$ cat config.mk
export PLATFORM = sky130hd
export DESIGN_NAME = i2c_target
export DESIGN_NICKNAME = d
export VERILOG_FILES = /design/src/rtl/i2c_target_pkg.sv /design/src/rtl/i2c_filt.sv /design/src/rtl/i2c_target.sv
export SDC_FILE = /design/constraint.sdc
export NUM_CORES = 1
export LEC_CHECK = 0
export BUFFER_PORTS_ARGS = -buffer_cell sky130_fd_sc_hd__buf_4
export CAP_MARGIN = 20
export CORE_ASPECT_RATIO = 0.75
export CORE_MARGIN = 2
export CORE_UTILIZATION = 37
export DETAILED_ROUTE_END_ITERATION = 6
export GPL_TIMING_DRIVEN = 0
export PLACE_DENSITY = 0.58
export SETUP_SLACK_MARGIN = 0.2
export SLEW_MARGIN = 25
export SYNTH_ARGS = -nofsm -noshare
export SYNTH_HDL_FRONTEND = slang
export SYNTH_SLANG_ARGS = --single-unit
export TNS_END_PERCENT = 10
$ cat constraint.sdc
create_clock -name clk -period 6.1 [get_ports clk]
set_clock_uncertainty 0.1 [all_clocks]
set_input_delay 1.22 -clock clk [delete_from_list [all_inputs] [get_ports clk]]
set_output_delay 1.22 -clock clk [all_outputs]
set_load 0.02 [all_outputs]
$ cat src/rtl/i2c_target_pkg.sv
// Shared constants and state encoding for the I2C target.
//   state_e        : byte-level protocol states
//   DevAddrDefault : default 7-bit target address
//   FiltDefault    : default glitch-filter length in clk cycles
//   BitsPerByte    : bit-counter value after the last data bit of a byte
package i2c_target_pkg;

  typedef enum logic [3:0] {
    StIdle,
    StAddr,
    StAack,
    StSub,
    StSack,
    StWdata,
    StWack,
    StRdata,
    StRack,
    StWait
  } state_e;

  localparam logic [6:0]  DevAddrDefault = 7'h48;
  localparam int unsigned FiltDefault    = 4;
  localparam logic [3:0]  BitsPerByte    = 4'd8;

endpackage

$ cat src/rtl/i2c_filt.sv
// Input conditioner for one asynchronous bus line.
// Two-flop synchroniser followed by a stability filter: the filtered value only
// follows the synchronised input once the two have differed for FILT consecutive
// clk cycles. rise_o/fall_o pulse for one cycle, in the first cycle filt_o shows
// the new level.
//   clk_i   : system clock
//   rst_ni  : asynchronous active-low reset (line assumed idle high)
//   in_i    : raw asynchronous input
//   filt_o  : filtered level
//   rise_o  : one-cycle pulse on filtered 0->1
//   fall_o  : one-cycle pulse on filtered 1->0
module i2c_filt #(
  parameter int unsigned FILT = 4
) (
  input  logic clk_i,
  input  logic rst_ni,
  input  logic in_i,
  output logic filt_o,
  output logic rise_o,
  output logic fall_o
);

  localparam int unsigned CntW = (FILT > 1) ? $clog2(FILT) : 1;

  logic            sync1_q, sync2_q;
  logic            filt_q, rise_q, fall_q;
  logic [CntW-1:0] cnt_q;

  always_ff @(posedge clk_i or negedge rst_ni) begin
    if (!rst_ni) begin
      sync1_q <= 1'b1;
      sync2_q <= 1'b1;
      filt_q  <= 1'b1;
      rise_q  <= 1'b0;
      fall_q  <= 1'b0;
      cnt_q   <= '0;
    end else begin
      sync1_q <= in_i;
      sync2_q <= sync1_q;
      rise_q  <= 1'b0;
      fall_q  <= 1'b0;
      if (sync2_q == filt_q) begin
        cnt_q <= '0;
      end else if (cnt_q == CntW'(FILT - 1)) begin
        // Input has differed for FILT cycles in a row: accept it.
        filt_q <= sync2_q;
        rise_q <= sync2_q;
        fall_q <= ~sync2_q;
        cnt_q  <= '0;
      end else begin
        cnt_q <= cnt_q + 1'b1;
      end
    end
  end

  assign filt_o = filt_q;
  assign rise_o = rise_q;
  assign fall_o = fall_q;

endmodule

$ cat src/rtl/i2c_target.sv
// I2C target with an 8-bit subaddressed register-file port. Oversamples scl/sda
// with clk, never stretches the clock.
//   clk        : system clock
//   rstn       : asynchronous active-low reset
//   scl        : raw bus clock
//   sdain      : raw bus data (IOBUF O)
//   sdaout     : IOBUF T (0 = pull sda low, 1 = release); IOBUF I is tied 0
//   regaddr    : register address pointer
//   regwrdata  : write data, valid while regwr=1
//   regwr      : one-cycle write strobe
//   regrd      : one-cycle read request for regaddr
//   regrddata  : read data, sampled one clk after regrd
//   busy       : high between START and STOP
module i2c_target
  import i2c_target_pkg::*;
#(
  parameter logic [6:0]  DEVADDR = DevAddrDefault,
  parameter int unsigned FILT    = FiltDefault
) (
  input  logic       clk,
  input  logic       rstn,
  input  logic       scl,
  input  logic       sdain,
  output logic       sdaout,
  output logic [7:0] regaddr,
  output logic [7:0] regwrdata,
  output logic       regwr,
  output logic       regrd,
  input  logic [7:0] regrddata,
  output logic       busy
);

  logic scl_f, scl_rise, scl_fall;
  logic sda_f, sda_rise, sda_fall;

  i2c_filt #(.FILT(FILT)) u_scl_filt (
    .clk_i  (clk),
    .rst_ni (rstn),
    .in_i   (scl),
    .filt_o (scl_f),
    .rise_o (scl_rise),
    .fall_o (scl_fall)
  );

  i2c_filt #(.FILT(FILT)) u_sda_filt (
    .clk_i  (clk),
    .rst_ni (rstn),
    .in_i   (sdain),
    .filt_o (sda_f),
    .rise_o (sda_rise),
    .fall_o (sda_fall)
  );

  // scl_f already shows the post-edge level, so an sda edge landing on the same
  // cycle as an scl fall is not mistaken for START/STOP.
  logic start_det, stop_det;
  assign start_det = sda_fall & scl_f;
  assign stop_det  = sda_rise & scl_f;

  state_e     state_q;
  logic [3:0] bitcnt_q;
  logic [7:0] shift_q;
  logic       rw_q;
  logic       ack_q;
  logic       sdaout_q, busy_q, regwr_q, regrd_q;
  logic [7:0] regaddr_q, regwrdata_q;

  always_ff @(posedge clk or negedge rstn) begin
    if (!rstn) begin
      state_q     <= StIdle;
      bitcnt_q    <= '0;
      shift_q     <= '0;
      rw_q        <= 1'b0;
      ack_q       <= 1'b0;
      sdaout_q    <= 1'b1;
      busy_q      <= 1'b0;
      regwr_q     <= 1'b0;
      regrd_q     <= 1'b0;
      regaddr_q   <= '0;
      regwrdata_q <= '0;
    end else begin
      regwr_q <= 1'b0;
      regrd_q <= 1'b0;

      // Pointer advances the cycle after a write strobe.
      if (regwr_q) begin
        regaddr_q <= regaddr_q + 8'd1;
      end
      // Read data arrives one clk after the request; present its MSB at once.
      if (regrd_q) begin
        shift_q  <= regrddata;
        sdaout_q <= regrddata[7];
      end

      if (start_det) begin
        state_q  <= StAddr;
        busy_q   <= 1'b1;
        bitcnt_q <= '0;
        sdaout_q <= 1'b1;
      end else if (stop_det) begin
        state_q  <= StIdle;
        busy_q   <= 1'b0;
        bitcnt_q <= '0;
        sdaout_q <= 1'b1;
      end else begin
        unique case (state_q)
          StAddr, StSub, StWdata: begin
            if (scl_rise) begin
              shift_q  <= {shift_q[6:0], sda_f};
              bitcnt_q <= bitcnt_q + 4'd1;
              if (state_q == StWdata && bitcnt_q == BitsPerByte - 4'd1) begin
                regwrdata_q <= {shift_q[6:0], sda_f};
                regwr_q     <= 1'b1;
              end
            end else if (scl_fall && bitcnt_q == BitsPerByte) begin
              bitcnt_q <= '0;
              if (state_q == StAddr) begin
                if (shift_q[7:1] == DEVADDR) begin
                  rw_q     <= shift_q[0];
                  sdaout_q <= 1'b0;
                  state_q  <= StAack;
                end else begin
                  state_q <= StWait;
                end
              end else if (state_q == StSub) begin
                regaddr_q <= shift_q;
                sdaout_q  <= 1'b0;
                state_q   <= StSack;
              end else begin
                sdaout_q <= 1'b0;
                state_q  <= StWack;
              end
            end
          end
          StAack: begin
            if (scl_fall) begin
              sdaout_q <= 1'b1;
              bitcnt_q <= '0;
              if (rw_q) begin
                regrd_q <= 1'b1;
                state_q <= StRdata;
              end else begin
                state_q <= StSub;
              end
            end
          end
          StSack, StWack: begin
            if (scl_fall) begin
              sdaout_q <= 1'b1;
              bitcnt_q <= '0;
              state_q  <= StWdata;
            end
          end
          StRdata: begin
            if (scl_rise) begin
              bitcnt_q <= bitcnt_q + 4'd1;
            end else if (scl_fall) begin
              if (bitcnt_q == BitsPerByte) begin
                sdaout_q <= 1'b1;
                bitcnt_q <= '0;
                ack_q    <= 1'b0;
                state_q  <= StRack;
              end else begin
                shift_q  <= {shift_q[6:0], 1'b0};
                sdaout_q <= shift_q[6];
              end
            end
          end
          StRack: begin
            if (scl_rise) begin
              if (!sda_f) begin
                ack_q     <= 1'b1;
                regaddr_q <= regaddr_q + 8'd1;
              end else begin
                state_q <= StWait;
              end
            end else if (scl_fall && ack_q) begin
              // Next byte is only driven after scl is low again.
              regrd_q  <= 1'b1;
              bitcnt_q <= '0;
              state_q  <= StRdata;
            end
          end
          default: begin
            // StIdle, StWait: bus released, waiting for START/STOP.
          end
        endcase
      end
    end
  end

  assign sdaout    = sdaout_q;
  assign busy      = busy_q;
  assign regwr     = regwr_q;
  assign regrd     = regrd_q;
  assign regaddr   = regaddr_q;
  assign regwrdata = regwrdata_q;

endmodule

==> flow_metrics.py <==
metrics = {
    "placement": {
        "pre_cts_slack_ns": 3.85,
        "place_hpwl_microns": 5150,
        "place_congestion": 0.896,
        "numPortBuffers": 31,
    },
    "drt": {
        "dr.pass1.iters": 4,
        "wl_per_cell_microns": 16.0,
        "initialDrtViolationCount": 182,
        "vias": 2401,
        "drt-total-wl_microns": 7210,
        "ant_nets": 0,
        "viasPerCell": 5.34,
        "drc": 0,
    },
    "timing": {
        "fin_ws_ns": 3.77,
        "rsz0062_at_grt": "no",
        "hold_viol": 0,
        "fin_setup_tns_ns": 0,
        "slew_violations": 0,
        "max_freq_mhz": 429,
        "fin_crit_sh_pct": 38.2,
        "setup_violations": 0,
        "max_slew_margin_pct": 55.5,
        "final.min_clock_period_ns": 2.33,
        "worst_pin_slew_ns": 0.667,
    },
    "critical_path": {
        "r2r-end": "regaddr[4]",
        "slowest_delay_ns": 0.56,
        "arrival_ns": 1.01,
        "start_kind": "register",
        "cpLargestDelayFamily": "flip-flops",
        "required_ns": 4.78,
        "cp_max_fo": 2,
        "critical-path-slowest-cell": "dfstp_2",
        "cp_num_buf_inv": 1,
        "cp-end-kind": "output pin",
        "startpoint": "sdaout",
        "worstReg2RegStart": "u_scl_filt.filt_o",
        "r2r_cells": 7,
        "path_cells": "buf_4",
        "reg2reg_slack_ns": 3.77,
        "crit_type": "reg2out",
    },
    "min_path": {
        "hold_start": "u_sda_filt.sync1_q",
        "hold_path.class": "reg2reg",
        "whs_path_depth": 0,
        "hold_end": "u_sda_filt.sync2_q",
    },
    "synthesis": {
        "synth_most_common_cell": "nand2_1",
        "mappedNetlistArea_sq_um": 2880,
        "synth-seq-area-share_pct": 45.4,
        "synth_cell_types": 65,
        "yosys_warnings": 0,
        "synth_fp_nets": 327,
        "synth_top_area_cell": "dfrtp_1",
        "ys_async_sr_fraction_pct": 100,
        "syn_inst": 310,
        "synth_area_leaders": "dfrtp_1, nand2_1, dfstp_2, mux2i_1, o21ai_0",
        "synth_edf_count": 0,
        "syn_area_per_cell_sq_um": 9.30,
        "synth.top_cell.area_share_pct": 39.1,
        "ys_ff_latch": 52,
        "yosys_most_used_dff": "dfrtp_1",
        "synth_common_cells": "nand2_1, dfrtp_1, nor2_1",
    },
    "floorplan": {
        "fp-row-count": 27,
        "dieWidth_microns": 106,
        "core_sq_um": 7430,
        "initial_core_util_pct": 38.8,
        "dieArea_sq_um": 8520,
        "die-height_microns": 80.4,
        "pin_count": 32,
    },
    "finish": {
        "area_delta_synth_final_pct": 16.3,
        "drive_above_1_share_pct": 19.5,
        "finalNetCount": 365,
        "num_antenna_cells": 0,
    },
    "cts": {
        "clk_path_buf_depth": 2,
        "ctsResizeCount": 0,
        "cts_root_buf": "clkbuf_8",
        "cts_tree": "built",
        "clock-sinks": 52,
        "holdBufCountCts": 0,
        "cts_buffers": 5,
        "postCtsSetupRepairBufs": 0,
        "cts_max_level": 2,
        "clk_latency_ns": 0.31,
        "path_clk_slew_ns": 0.10,
    },
    "flow_run": {
        "max-cap-violations": 0,
    },
    "grt": {
        "grt_pass1_wl_microns": 11900,
        "grt_pass1_vias": 2236,
        "grt_max_degree": 53,
        "track_usage_pct": 17.9,
        "grt-ovfl-total": 0,
        "antenna_found_initial": 0,
    },
    "power": {
        "p_leak_uw": 0.00151,
        "powerDensity_nw_per_um2": 336,
        "ir_drop_v": 0.000141,
    },
    "status": {
        "status": "finished, final reports clean",
    },
}
-- sequential cells by signal, summed over array words and instances, names as in the netlist --
signal,cells
ack_q,1
bitcnt_q,4
busy,1
regaddr,8
regrd,1
regwr,1
regwrdata,8
rw_q,1
sdaout,1
shift_q,8
state_q,4
u_scl_filt.cnt_q,2
u_scl_filt.fall_o,1
u_scl_filt.filt_o,1
u_scl_filt.rise_o,1
u_scl_filt.sync1_q,1
u_scl_filt.sync2_q,1
u_sda_filt.cnt_q,2
u_sda_filt.fall_o,1
u_sda_filt.filt_o,1
u_sda_filt.rise_o,1
u_sda_filt.sync1_q,1
u_sda_filt.sync2_q,1
-- cell usage in the layout (no fill, tap or decap), types with 2 or more instances in the layout --
cell type / n
a31oi_1: 3
mux2i_1: 13
nor2b_1: 3
and2b_1: 2
o21ai_0: 19
nand2b_1: 3
nand2_1: 61
a211o_1: 2
nor3_1: 4
dfrtp_1: 45
clkbuf_1: 6
inv_1: 7
a22o_1: 2
and4_1: 2
xnor2_1: 4
nor2_1: 25
o211ai_1: 3
buf_4: 32
buf_2: 7
a22oi_1: 4
o22ai_1: 3
ha_1: 5
a21oi_1: 13
nor3b_1: 2
mux2_2: 2
and3_1: 2
nand4_1: 2
dfstp_2: 7
xor2_1: 10
clkbuf_8: 5
nand3_1: 12
a41oi_1: 3
-- area by class of cell --
| type | instances | area (sq um) |
|---|---|---|
| clock inverters | 2 | 38.8 |
| plain buffers | 15 | 76.3 |
| well taps | 101 | 126 |
| inverters | 8 | 35.0 |
| flip-flops and latches | 52 | 1310 |
| repair buffers | 31 | 233 |
| clock buffers | 6 | 72.6 |
| multi-input cells | 235 | 1460 |
| fillers | 748 | 4080 |
-- power by group --
part / total [uW] / internal, uW / leakage (uW) / switching, uW
logic: 400 / 159 / 0.000794 / 241
clock network: 253 / 124 / 0.0000558 / 128
registers: 473 / 405 / 0.000659 / 67.8
-- how the worst max path moves through the flow --
stage | endpoint | slack, ns | depth (start not counted)
6_report | sdaout | 3.77 | 1
2_1_floorplan | regaddr[3] | 4.17 | 10
4_1_cts | sdaout | 3.77 | 1
5_1_grt | regaddr[0] | 3.57 | 7
3_3_place_gp | regaddr[4] | 3.87 | 7
3_5_place_dp | regaddr[4] | 3.85 | 7
-- cell families after synthesis --
kind of cell,after synthesis,share of synthesized area (%)
AOI/OAI and AO/OA,68,16.4
xor gates and xnor gates,14,4.25
adders and majority gates,5,2.17
buffers and inverters,23,3.86
DFF,52,45.4
muxes,15,5.29
and+or+nand+nor,133,22.6
-- per-layer routing --
| metal | GRT usage (%) | vias up | share of wire [%] | routed length [microns] |
|---|---|---|---|---|
| li1 | - | 1163 | - | - |
| met1 | 28.4 | 1140 | 52 | 3720 |
| met2 | 24.9 | 93 | 41 | 2930 |
| met3 | 3.49 | 5 | 7.3 | 523 |
| met4 | 3.29 | 0 | 0.55 | 40 |
| met5 | 0 | - | 0 | 0 |
-- metrics by stage --
stage	cell area [sq um]	total power (uW)	utilization, %	hold WS [ns]	std cells
4_1_cts	3350	1130	45.1	0.262	450
3_5_place_dp	3240	872	43.6	0.247	442
3_3_place_gp	3240	876	43.6	0.246	442
5_1_grt	3350	1200	45.1	0.272	450
6_report	3350	1130	45.1	0.261	450
2_1_floorplan	2880	756	-	0.245	310
(Power assumes the default switching activity.)
